**src/rtl/audio_pkg.sv**
```systemverilog
// Shared types and constants for the sound arbiter.
// Source indices grow with priority.
package audio_pkg;

  typedef enum logic [1:0] {
    IDLE,
    PLAY,
    GAP
  } arb_state_t;

  localparam int SRC_JUMP  = 0;
  localparam int SRC_SCORE = 1;
  localparam int SRC_WIN   = 2;
  localparam int SRC_LOSE  = 3;

  localparam int DEFAULT_PLAY_CYCLES = 12500000;
  localparam int DEFAULT_GAP_CYCLES  = 1250000;

endpackage

```
**src/rtl/prio_pick.sv**
```systemverilog
// Highest-set-bit encoder.
// Returns the top set index and a valid flag.
module prio_pick #(
  parameter int N = 4,
  parameter int W = (N > 1) ? $clog2(N) : 1
) (
  input  logic [N-1:0] vec,
  output logic         valid,
  output logic [W-1:0] idx
);

  always_comb begin
    valid = |vec;
    idx   = '0;
    for (int i = 0; i < N; i++) begin
      if (vec[i]) idx = W'(i);
    end
  end

endmodule

```
**src/rtl/sound_arbiter.sv**
```systemverilog
// Fixed-priority arbiter sharing one speaker
// among several square-wave sound generators.
module sound_arbiter
  import audio_pkg::*;
#(
  parameter int N_SRC       = 4,
  parameter int TIMER_W     = 24,
  parameter int PLAY_CYCLES = DEFAULT_PLAY_CYCLES,
  parameter int GAP_CYCLES  = DEFAULT_GAP_CYCLES,
  localparam int IW         = $clog2(N_SRC)
) (
  input  logic             clk,
  input  logic             rst_n,
  input  logic [N_SRC-1:0] req,
  input  logic             clear,
  input  logic [N_SRC-1:0] sound_in,
  output logic [N_SRC-1:0] enable,
  output logic [IW-1:0]    active_idx,
  output logic             busy_play,
  output logic [N_SRC-1:0] pending,
  output logic             sound
);

  localparam int PLAY_M1 = PLAY_CYCLES - 1;
  localparam int GAP_M1  = (GAP_CYCLES > 0) ? GAP_CYCLES - 1 : 0;
  localparam logic [TIMER_W-1:0] PLAY_LOAD = PLAY_M1[TIMER_W-1:0];
  localparam logic [TIMER_W-1:0] GAP_LOAD  = GAP_M1[TIMER_W-1:0];

  if (PLAY_CYCLES < 1 ||
      longint'(PLAY_CYCLES) >= (longint'(1) << TIMER_W)) begin : g_bad_play
    $error("PLAY_CYCLES must be in [1, 2^TIMER_W)");
  end
  if (GAP_CYCLES < 0 ||
      longint'(GAP_CYCLES) > (longint'(1) << TIMER_W)) begin : g_bad_gap
    $error("GAP_CYCLES out of range for TIMER_W");
  end

  arb_state_t         state, state_n;
  logic [TIMER_W-1:0] timer, timer_n;
  logic [N_SRC-1:0]   pend_n;
  logic [IW-1:0]      idx_n;
  logic [N_SRC-1:0]   req_prev;
  logic [N_SRC-1:0]   edges;
  logic               ev, pv, do_sel;
  logic [IW-1:0]      eidx, pidx;
  logic [N_SRC-1:0]   e_oh, p_oh, a_oh;

  assign edges = req & ~req_prev;

  prio_pick #(.N(N_SRC), .W(IW)) u_pick_edge (
    .vec   (edges),
    .valid (ev),
    .idx   (eidx)
  );

  prio_pick #(.N(N_SRC), .W(IW)) u_pick_pend (
    .vec   (pending),
    .valid (pv),
    .idx   (pidx)
  );

  assign e_oh = N_SRC'(1) << eidx;
  assign p_oh = N_SRC'(1) << pidx;
  assign a_oh = N_SRC'(1) << active_idx;

  always_comb begin
    state_n = state;
    timer_n = timer;
    pend_n  = pending;
    idx_n   = active_idx;
    do_sel  = 1'b0;
    unique case (state)
      IDLE: do_sel = 1'b1;
      PLAY: begin
        if (ev && eidx > active_idx) begin
          // preempted sound is dropped, not re-queued
          idx_n   = eidx;
          timer_n = PLAY_LOAD;
          pend_n  = pending | (edges & ~e_oh & ~a_oh);
        end else if (ev && eidx == active_idx) begin
          timer_n = PLAY_LOAD;
          pend_n  = pending | (edges & ~a_oh);
        end else if (timer == '0) begin
          if (GAP_CYCLES == 0) begin
            do_sel = 1'b1;
          end else begin
            state_n = GAP;
            timer_n = GAP_LOAD;
            pend_n  = pending | edges;
          end
        end else begin
          timer_n = timer - 1'b1;
          pend_n  = pending | edges;
        end
      end
      GAP: begin
        if (timer == '0) begin
          do_sel = 1'b1;
        end else begin
          timer_n = timer - 1'b1;
          pend_n  = pending | edges;
        end
      end
      default: state_n = IDLE;
    endcase

    if (do_sel) begin
      if (ev) begin
        state_n = PLAY;
        idx_n   = eidx;
        timer_n = PLAY_LOAD;
        pend_n  = pending | (edges & ~e_oh);
      end else if (pv) begin
        state_n = PLAY;
        idx_n   = pidx;
        timer_n = PLAY_LOAD;
        pend_n  = pending & ~p_oh;
      end else begin
        state_n = IDLE;
        timer_n = '0;
      end
    end

    if (clear) begin
      state_n = IDLE;
      timer_n = '0;
      pend_n  = '0;
      idx_n   = '0;
    end
  end

  always_ff @(posedge clk or negedge rst_n) begin
    if (!rst_n) begin
      state      <= IDLE;
      timer      <= '0;
      pending    <= '0;
      active_idx <= '0;
      req_prev   <= '1;
    end else begin
      state      <= state_n;
      timer      <= timer_n;
      pending    <= pend_n;
      active_idx <= idx_n;
      req_prev   <= req;
    end
  end

  assign busy_play = (state == PLAY);
  assign enable    = busy_play ? a_oh : '0;
  assign sound     = busy_play & sound_in[active_idx];

endmodule

```
**config.mk**
```make
export PLATFORM = sky130hd
export DESIGN_NAME = sound_arbiter
export DESIGN_NICKNAME = d
export VERILOG_FILES = /design/src/rtl/audio_pkg.sv /design/src/rtl/prio_pick.sv /design/src/rtl/sound_arbiter.sv
export SDC_FILE = /design/constraint.sdc
export NUM_CORES = 1
export LEC_CHECK = 0
export BUFFER_PORTS_ARGS = -buffer_cell sky130_fd_sc_hd__buf_2
export CAP_MARGIN = 10
export CORE_UTILIZATION = 28
export CTS_BUF_LIST = sky130_fd_sc_hd__clkbuf_2 sky130_fd_sc_hd__clkbuf_4 sky130_fd_sc_hd__clkbuf_8
export DETAILED_ROUTE_END_ITERATION = 12
export HOLD_SLACK_MARGIN = 0.1
export PLACE_DENSITY_LB_ADDON = 0.25
export SKIP_LAST_GASP = 1
export SYNTH_ARGS = -nofsm -noshare
export SYNTH_HDL_FRONTEND = slang
export SYNTH_HIERARCHICAL = 1
export SYNTH_SLANG_ARGS = --single-unit
```
**constraint.sdc**
```tcl
create_clock -name clk -period 5.6 [get_ports clk]
set_clock_uncertainty 0.1 [all_clocks]
set_input_delay 0.28 -clock clk [delete_from_list [all_inputs] [get_ports clk]]
set_output_delay 0.28 -clock clk [all_outputs]
set_load 0.01 [all_outputs]
```
==> results of run 1 <==
==> repair_timing <==
item | 4_1_cts | 5_1_grt
gates resized for setup | 0 | 0
endpoints found under the hold margin | 36 | 0
hold buffers | 5 | 0
==> synth_stat cells (all sizes together), types with 6 or more instances <==
cell / instances
nand4: 7
nand3: 13
nand2: 38
dfrtp: 32
inv: 23
nor2b: 8
a21o: 6
nand2b: 9
a21oi: 16
nor4: 7
nor2: 20
o211ai: 7
a211oi: 12
a31oi: 13
or3: 9
o21ai: 14
o22ai: 8
ha: 7
clkbuf: 17
nor3: 20
==> registers in the layout, summed over array words and instances (netlist names) <==
| register | cells |
|---|---|
| timer | 24 |
| pending | 4 |
| req_prev | 4 |
| active_idx | 2 |
| state | 2 |
==> metrics by stage <==
step	instance area, sq um	instances	util (%)	hold WS [ns]	setup slack [ns]
3_3_place_gp	3110	495	31.4	0.296	2.35
5_1_grt	3260	508	32.9	0.312	1.84
6_report	3260	508	32.9	0.307	2.03
3_5_place_dp	3110	495	31.4	0.296	2.33
2_1_floorplan	2900	360	-	-0.116	2.82
4_1_cts	3260	508	32.9	0.294	2.13
==> logic make-up (layout without fill, tap and decap cells) <==
logic type,Yosys count,count (layout),share of synthesized area (%)
simple gates,149,149,28.1
fa+ha+maj,7,7,3.02
buf+inv,46,61,6.13
compound gates,117,117,29.3
xor+xnor,1,1,0.302
flops,36,36,31.2
mux,4,4,1.81
==> layout by cell type, fill, tap and decap left out, drive strengths merged, types with 2 or more instances in the layout <==
master | netlist | routed
nor2b | 8 | 8
dfrtp | 32 | 32
nand2 | 38 | 38
o41ai | 3 | 3
a32oi | 3 | 3
nand3 | 13 | 13
inv | 23 | 23
dlygate4sd3 | 0 | 5
nor3 | 20 | 20
nor4 | 7 | 7
ha | 7 | 7
o221ai | 4 | 4
o22ai | 8 | 8
a21o | 6 | 6
clkbuf | 17 | 8
a31oi | 13 | 13
a22oi | 2 | 2
a41oi | 4 | 4
nand2b | 9 | 9
a221oi | 2 | 2
or2 | 3 | 3
o21ai | 14 | 14
a2bb2oi | 2 | 2
buf | 5 | 24
or4 | 2 | 2
mux2i | 3 | 3
and2 | 2 | 2
o211ai | 7 | 7
and3 | 5 | 5
dfstp | 4 | 4
a21oi | 16 | 16
nor2 | 20 | 20
o32ai | 4 | 4
a211oi | 12 | 12
nand4 | 7 | 7
or3 | 9 | 9
==> final cells by class <==
class / count / share of cell area, %
timing repair buffer: 29 / 5.38
inverter: 24 / 2.77
clock buffer: 8 / 3.00
sequential: 36 / 27.8
tap: 133 / 5.11
multi-input combinational: 278 / 55.9
==> layer usage <==
layer | up-vias | wire length [um] | part of all wire (%) | global-route usage [%]
li1 | 1398 | - | - | -
met1 | 1473 | 4130 | 46 | 23.5
met2 | 106 | 4050 | 45 | 26.5
met3 | 15 | 533 | 6.0 | 2.58
met4 | 0 | 194 | 2.2 | 6.73
met5 | - | 0 | 0 | 0
==> where the power goes <==
part	total, mW	leakage, nW	internal (mW)	switching (mW)
logic	1.06	0.820	0.385	0.672
clock network	0.204	0.0523	0.110	0.0941
registers	0.481	0.452	0.353	0.128
==> how the worst min path moves through the flow <==
stage                          to  slack, ns  depth (start not counted)
floorplan           active_idx[0]      -0.12                          0
global placement      req_prev[2]       0.30                          1
detailed placement    req_prev[3]       0.30                          1
CTS                      timer[8]       0.29                          2
global route             timer[8]       0.31                          2
finish                   timer[8]       0.31                          2
==> worst max-delay path, stage by stage <==
cell and delay, ns:
dlygate4sd3_1 0.52, buf_2 0.12, nor2b_1 0.17, or2_1 0.36
or3_1 0.58, or2_2 0.46, nor2_1 0.14, nand4_1 0.16
nand4_1 0.58, o221ai_1 0.23
==> flow_summary.toml, run 1 <==
[global_routing]
grt_pass1_vias = 2825
antenna_found_initial = 0
grtUsageTotal_pct = 17.0
grt_pass1_wl_mm = 14.8
grt_overflow = 0
grt_max_degree = 37

[critical_path]
regToRegStartpoint = "req_prev[3]"
path_max_fanout = 17
arrival_ns = 3.61
reg2reg_to = "timer[12]"
rrSetupSlack_ns = 2.23
cp.required_ns = 5.64
r2r.worst_path.cells = 8
endpoint = "timer[12]"
critPathLaunchType = "input port"
end_kind = "flop"
critPathKind = "in2reg"
critPathLaunch = "req[3]"

[routing]
drt_iter0_markers = 300
via_per_inst = 5.89
vias = 2992
wl_per_cell_um = 17.5
routed_wirelength_mm = 8.91
firstDrtPassIters = 5
drc = 0
antenna_left = 0

[power_and_ir_drop]
leakagePower_nw = 1.32
peakVddDrop_uv = 144
p_total_mw = 1.74
power_density_nw_per_um2 = 535

[floorplanning]
ios = 23
core_region_area_sq_um = 9910
initial_utilization_pct = 29.3
num_rows = 36
dieWidth_um = 104
die_y_um = 104
dieArea_sq_um = 10800

[cts]
clk_path_buf_depth = 2
clk_pin_slew_worst_paths_ns = 0.07
clockRootBuffer = "clkbuf_8"
insertion_delay_ns = 0.29
cts_setup_buffers = 0
htree_levels = 2
cts.sinks = 36
cts_tree = "built"
cts_made_buffers = 5

[logic_synthesis]
synth_edf_count = 0
synth_top_area_share_pct = 27.6
netlist_area_sq_um = 2900
synthCells = 360
synth.largest_area_cell = "dfrtp_1"
synth-main-ff-cell = "dfrtp_1"
ys_warn_count = 6
yosys-top-cells-area = "dfrtp_1 (28%), nand2_1 (4.8%), dfstp_2 (3.6%)"
yosysSeqAreaShare_pct = 31.2
avgSynthCellArea_sq_um = 8.05
synth_cell_types = 71
async_flop_share_pct = 100
synth.net_count = 378
synth_seq_cells = 36

[status]
status = "finished, final reports clean"

[sta]
slew_violations = 0
rsz0062_at_grt = "false"
fin_tns_setup_ns = 0
hold_viol_final = 0
max_freq_mhz = 280
slew_headroom_pct = 32.5
tightest_slew_ns = 1.01
setup_viol_count_final = 0
finalCritPeriodShare_pct = 63.8
period_needed_ns = 3.57

[cells_and_area]
layout-drive-gt1-share_pct = 13.6
multi_input_area_sq_um = 1820
nets = 392
n_antenna_cell = 0
fillers = 1047
seqCellArea_sq_um = 906
area_growth_pct = 12.3

[placed_design]
place.gp.congestion = 0.883
numPortBuffers = 22
dp_hpwl_mm = 6.31

[worst_hold_path]
min_path_type = "in2reg"
worstHoldStart = "clear"

[flow_run]
drv_cap = 0
Power figures use the tool's default switching activity.
==> inputs of run 2 (changes only) <==
==> constraint.sdc (replaced) <==
create_clock -name clk -period 3.38 [get_ports clk]
set_clock_uncertainty 0.1 [all_clocks]
set_input_delay 0.169 -clock clk [delete_from_list [all_inputs] [get_ports clk]]
set_output_delay 0.169 -clock clk [all_outputs]
set_load 0.01 [all_outputs]
==> flow_summary.toml, run 2 (synthesis gave the netlist of run 1 again) <==
[sta]
rsz0062_at_grt = "false"
fin_tns_setup_ns = 0
hold_viol_final = 0
period_needed_ns = 2.99
slew_violations = 0
finalCritPeriodShare_pct = 88.5
tightest_slew_ns = 0.843
setup_viol_count_final = 0
max_freq_mhz = 334
slew_headroom_pct = 43.8
holdWs_ns = 0.203
setup_ws_ns = 0.389

[cts]
cts_setup_buffers = 0
cts_made_buffers = 5
holdBufCountCts = 5
htree_levels = 2
cts_tree = "built"
insertion_delay_ns = 0.29
clk_path_buf_depth = 2
clk_pin_slew_worst_paths_ns = 0.08
clockRootBuffer = "clkbuf_8"
cts_resized = 0
cts.sinks = 36

[critical_path]
critPathKind = "in2reg"
critPathLaunchType = "input port"
cp.required_ns = 3.48
arrival_ns = 3.09
end_kind = "flop"
path_max_fanout = 16

[cells_and_area]
regMostFlops = "timer"
layout-drive-gt1-share_pct = 16.5
final_cells = 521
nets = 405
top_regs = "timer: 24 flops, pending: 4 flops, req_prev: 4 flops"
largest_reg_flops = 24
layout_commonest_cell = "nand2_1"
fin_util_pct = 33.9
n_antenna_cell = 0
final_cell_mix = "nand2_1 (37), dfrtp_1 (32), inv_1 (23)"
area_growth_pct = 15.9

[routing]
firstDrtPassIters = 5
vias = 3036
drc = 0
via_per_inst = 5.83
antenna_left = 0
routed_wirelength_mm = 9.13
drt_iter0_markers = 352
wl_per_cell_um = 17.5

[status]
status = "finished, final reports clean"

[placed_design]
place_inst = 508
dp_hpwl_mm = 6.61
place.gp.congestion = 0.911
numPortBuffers = 22
post-place-ws_ns = 0.553

[global_routing]
grt_pass1_wl_mm = 15.0
grt_max_degree = 37
grt_pass1_vias = 2878
grtUsageTotal_pct = 17.3
antenna_found_initial = 0
grt_overflow = 0

[floorplanning]
die_y_um = 104
ios = 23
core_region_area_sq_um = 9910
dieArea_sq_um = 10800
dieWidth_um = 104
num_rows = 36
initial_utilization_pct = 29.3

[flow_run]
drv_cap = 0

[power_and_ir_drop]
power_density_nw_per_um2 = 884
leakagePower_nw = 1.39
peakVddDrop_uv = 250

[worst_hold_path]
min_path_type = "in2reg"
==> run 2: cell types whose count changed in the layout (fill, tap and decap cells not counted) <==
| cell | change |
|---|---|
| buf_4 | +13 |
| clkbuf_4 | -1 |
| clkbuf_8 | +1 |
==> run 2: cell type report <==
class / instances / area, sq um
Sequential cell: 36 / 906
Inverter: 24 / 90.1
Clock buffer: 8 / 104
Tap cell: 133 / 166
Multi-Input combinational cell: 278 / 1820
Fill cell: 1070 / 6550
Timing Repair Buffer: 42 / 273
==> run 2: power breakdown <==
group / internal (mW) / switching, mW
combinational: 0.684 / 1.13
clock: 0.194 / 0.163
sequential: 0.584 / 0.215
total: 1.46 / 1.51
==> run 2: through the flow <==
step,power [mW],area [sq um]
5_1_grt,3.20,3360
2_1_floorplan,2.03,2900
3_3_place_gp,2.59,3210
6_report,2.97,3360
3_5_place_dp,2.58,3210
4_1_cts,2.95,3360
==> run 2: critical path, cell delays in order <==
cell,delay (ns)
dlygate4sd3_1,0.53
buf_2,0.13
nor2b_1,0.16
or2_1,0.35
or3_1,0.36
buf_4,0.21
a21bo_2,0.22
a21oi_1,0.08
a32o_1,0.30
a311o_1,0.35
a31oi_1,0.22
==> run 2: metal layers <==
layer | GRT usage [%] | up-vias | wire length [um]
met1 | 24.6 | 1446 | 4200
met5 | 0 | - | 0
li1 | - | 1428 | -
met3 | 3.21 | 19 | 724
met4 | 5.92 | 0 | 180
met2 | 26.3 | 143 | 4030
==> run 2: worst paths after layout <==
kind                             start    endpoint  slack, ns  depth (start not counted)
max                             req[3]  pending[3]       0.39                         11
min                              clear   timer[14]       0.20                          3
max reg2reg                req_prev[3]  pending[3]       0.51                          9
min reg2reg                   timer[1]    timer[1]       0.46                          2
max in group asynchronous        rst_n    state[0]       2.23                          2
min in group asynchronous        rst_n   timer[14]       0.41                          2
==> inputs of run 3 (changes only) <==
--- a/config.mk
+++ b/config.mk
@@ -7,6 +7,7 @@
 export LEC_CHECK = 0
 export BUFFER_PORTS_ARGS = -buffer_cell sky130_fd_sc_hd__buf_2
 export CAP_MARGIN = 10
+export CORE_ASPECT_RATIO = 2
 export CORE_UTILIZATION = 28
 export CTS_BUF_LIST = sky130_fd_sc_hd__clkbuf_2 sky130_fd_sc_hd__clkbuf_4 sky130_fd_sc_hd__clkbuf_8
 export DETAILED_ROUTE_END_ITERATION = 12
==> flow_summary.toml, run 3 (synthesis gave the netlist of run 1 again) <==
[routing]
wl_per_cell_um = 21.1
via_per_inst = 5.97
antenna_left = 0
firstDrtPassIters = 4
routed_wirelength_mm = 11.0
drc = 0
drt_iter0_markers = 187
vias = 3124

[critical_path]
path_max_fanout = 16
reg2reg_to = "timer[21]"
regToRegStartpoint = "req_prev[3]"
critPathLaunchType = "input port"
cp.required_ns = 3.47
critPathKind = "in2reg"
rrSetupSlack_ns = 0.46
r2r.worst_path.cells = 9
end_kind = "flop"
arrival_ns = 3.12

[sta]
setup_ws_ns = 0.347
setup_viol_count_final = 0
period_needed_ns = 3.03
fin_tns_setup_ns = 0
rsz0062_at_grt = "false"
hold_viol_final = 0
max_freq_mhz = 330
slew_violations = 0
tightest_slew_ns = 0.862
slew_headroom_pct = 42.5
finalCritPeriodShare_pct = 89.7

[flow_run]
drv_cap = 0

[worst_hold_path]
min_path_type = "in2reg"
worstHoldStart = "clear"
hold_path_end = "timer[8]"
holdPathStages = 2

[cts]
cts_setup_buffers = 0
cts_tree = "built"
cts_resized = 0
insertion_delay_ns = 0.31
clockRootBuffer = "clkbuf_8"
clk_path_buf_depth = 2
cts_made_buffers = 5
cts.sinks = 36
clk_pin_slew_worst_paths_ns = 0.08
htree_levels = 2

[floorplanning]
num_rows = 52
dieWidth_um = 74.0
initial_utilization_pct = 28.7
dieArea_sq_um = 10800
core_region_area_sq_um = 10100
ios = 23
die_y_um = 146

[global_routing]
grt_max_degree = 37
grt_overflow = 0
antenna_found_initial = 0
grtUsageTotal_pct = 21.3
grt_pass1_vias = 3097
grt_pass1_wl_mm = 16.9

[placed_design]
numPortBuffers = 22
post-place-ws_ns = 0.487
dp_hpwl_mm = 8.35
place.gp.congestion = 0.959

[power_and_ir_drop]
leakagePower_nw = 1.38
p_total_mw = 3.06
peakVddDrop_uv = 238
power_density_nw_per_um2 = 914

[cells_and_area]
n_antenna_cell = 0
fillers = 1073
layout_commonest_cell = "nand2_1"
final_cell_mix = "nand2_1 (37), dfrtp_1 (32), inv_1 (23)"
regMostFlops = "timer"
top_regs = "timer: 24 flops, pending: 4 flops, req_prev: 4 flops"
area_growth_pct = 15.5
fin_util_pct = 33.2
layout-drive-gt1-share_pct = 16.5
largest_reg_flops = 24
nets = 406

[status]
status = "finished, final reports clean"
==> run 3: critical path: stages <==
cell and delay (ns):
dlygate4sd3_1 0.53, buf_2 0.13, nor2b_1 0.18, or2_1 0.26
or3_1 0.32, buf_4 0.20, nor2_1 0.36, nand2_1 0.24
nand4_1 0.36, buf_4 0.24, o211ai_1 0.11
==> run 3: worst max path at each step <==
stage	startpoint	endpoint	slack, ns	depth (start not counted)
6_report	req[3]	timer[21]	0.35	11
5_1_grt	req[3]	timer[11]	0.11	11
4_1_cts	req[3]	timer[11]	0.37	11
3_5_place_dp	req_prev[3]	timer[11]	0.49	9
3_3_place_gp	req_prev[3]	timer[21]	0.51	9
2_1_floorplan	req_prev[3]	timer[2]	0.60	11
==> run 3: what timing repair did <==
action / in CTS / in global routing
hold endpoints to repair: 36 / 0
hold buffers: 5 / 0
setup endpoints to repair: 0 / 0
==> run 3: cell type report <==
cell class              instances  area (sq um)  area share (%)
clock buffers                   6          76.3            2.28
clock inverters                 1          5.00           0.149
inverters                      24          90.1            2.69
multi-input cells             278          1820            54.4
flip-flops and latches         36           906            27.1
well taps                     135           169            5.04
repair buffers                 43           280            8.37
==> run 3: metrics by stage <==
stage / hold WS (ns) / cell area (sq um) / instances
2_1_floorplan: -0.227 / 2900 / 360
3_3_place_gp: 0.187 / 3220 / 511
3_5_place_dp: 0.187 / 3220 / 511
4_1_cts: 0.175 / 3350 / 523
5_1_grt: 0.193 / 3350 / 523
6_report: 0.183 / 3350 / 523
==> run 3: where the power goes <==
part / internal, mW / switching, mW
Combinational: 0.701 / 1.24
Clock: 0.148 / 0.170
Sequential: 0.584 / 0.213
Total: 1.43 / 1.63
==> run 3: metal layers <==
metal	routed length, um	track usage, %	vias up
met1	3660	19.8	1491
met2	6020	38.9	152
li1	-	-	1422
met3	389	1.94	59
met4	979	18.2	0
met5	0	0	-
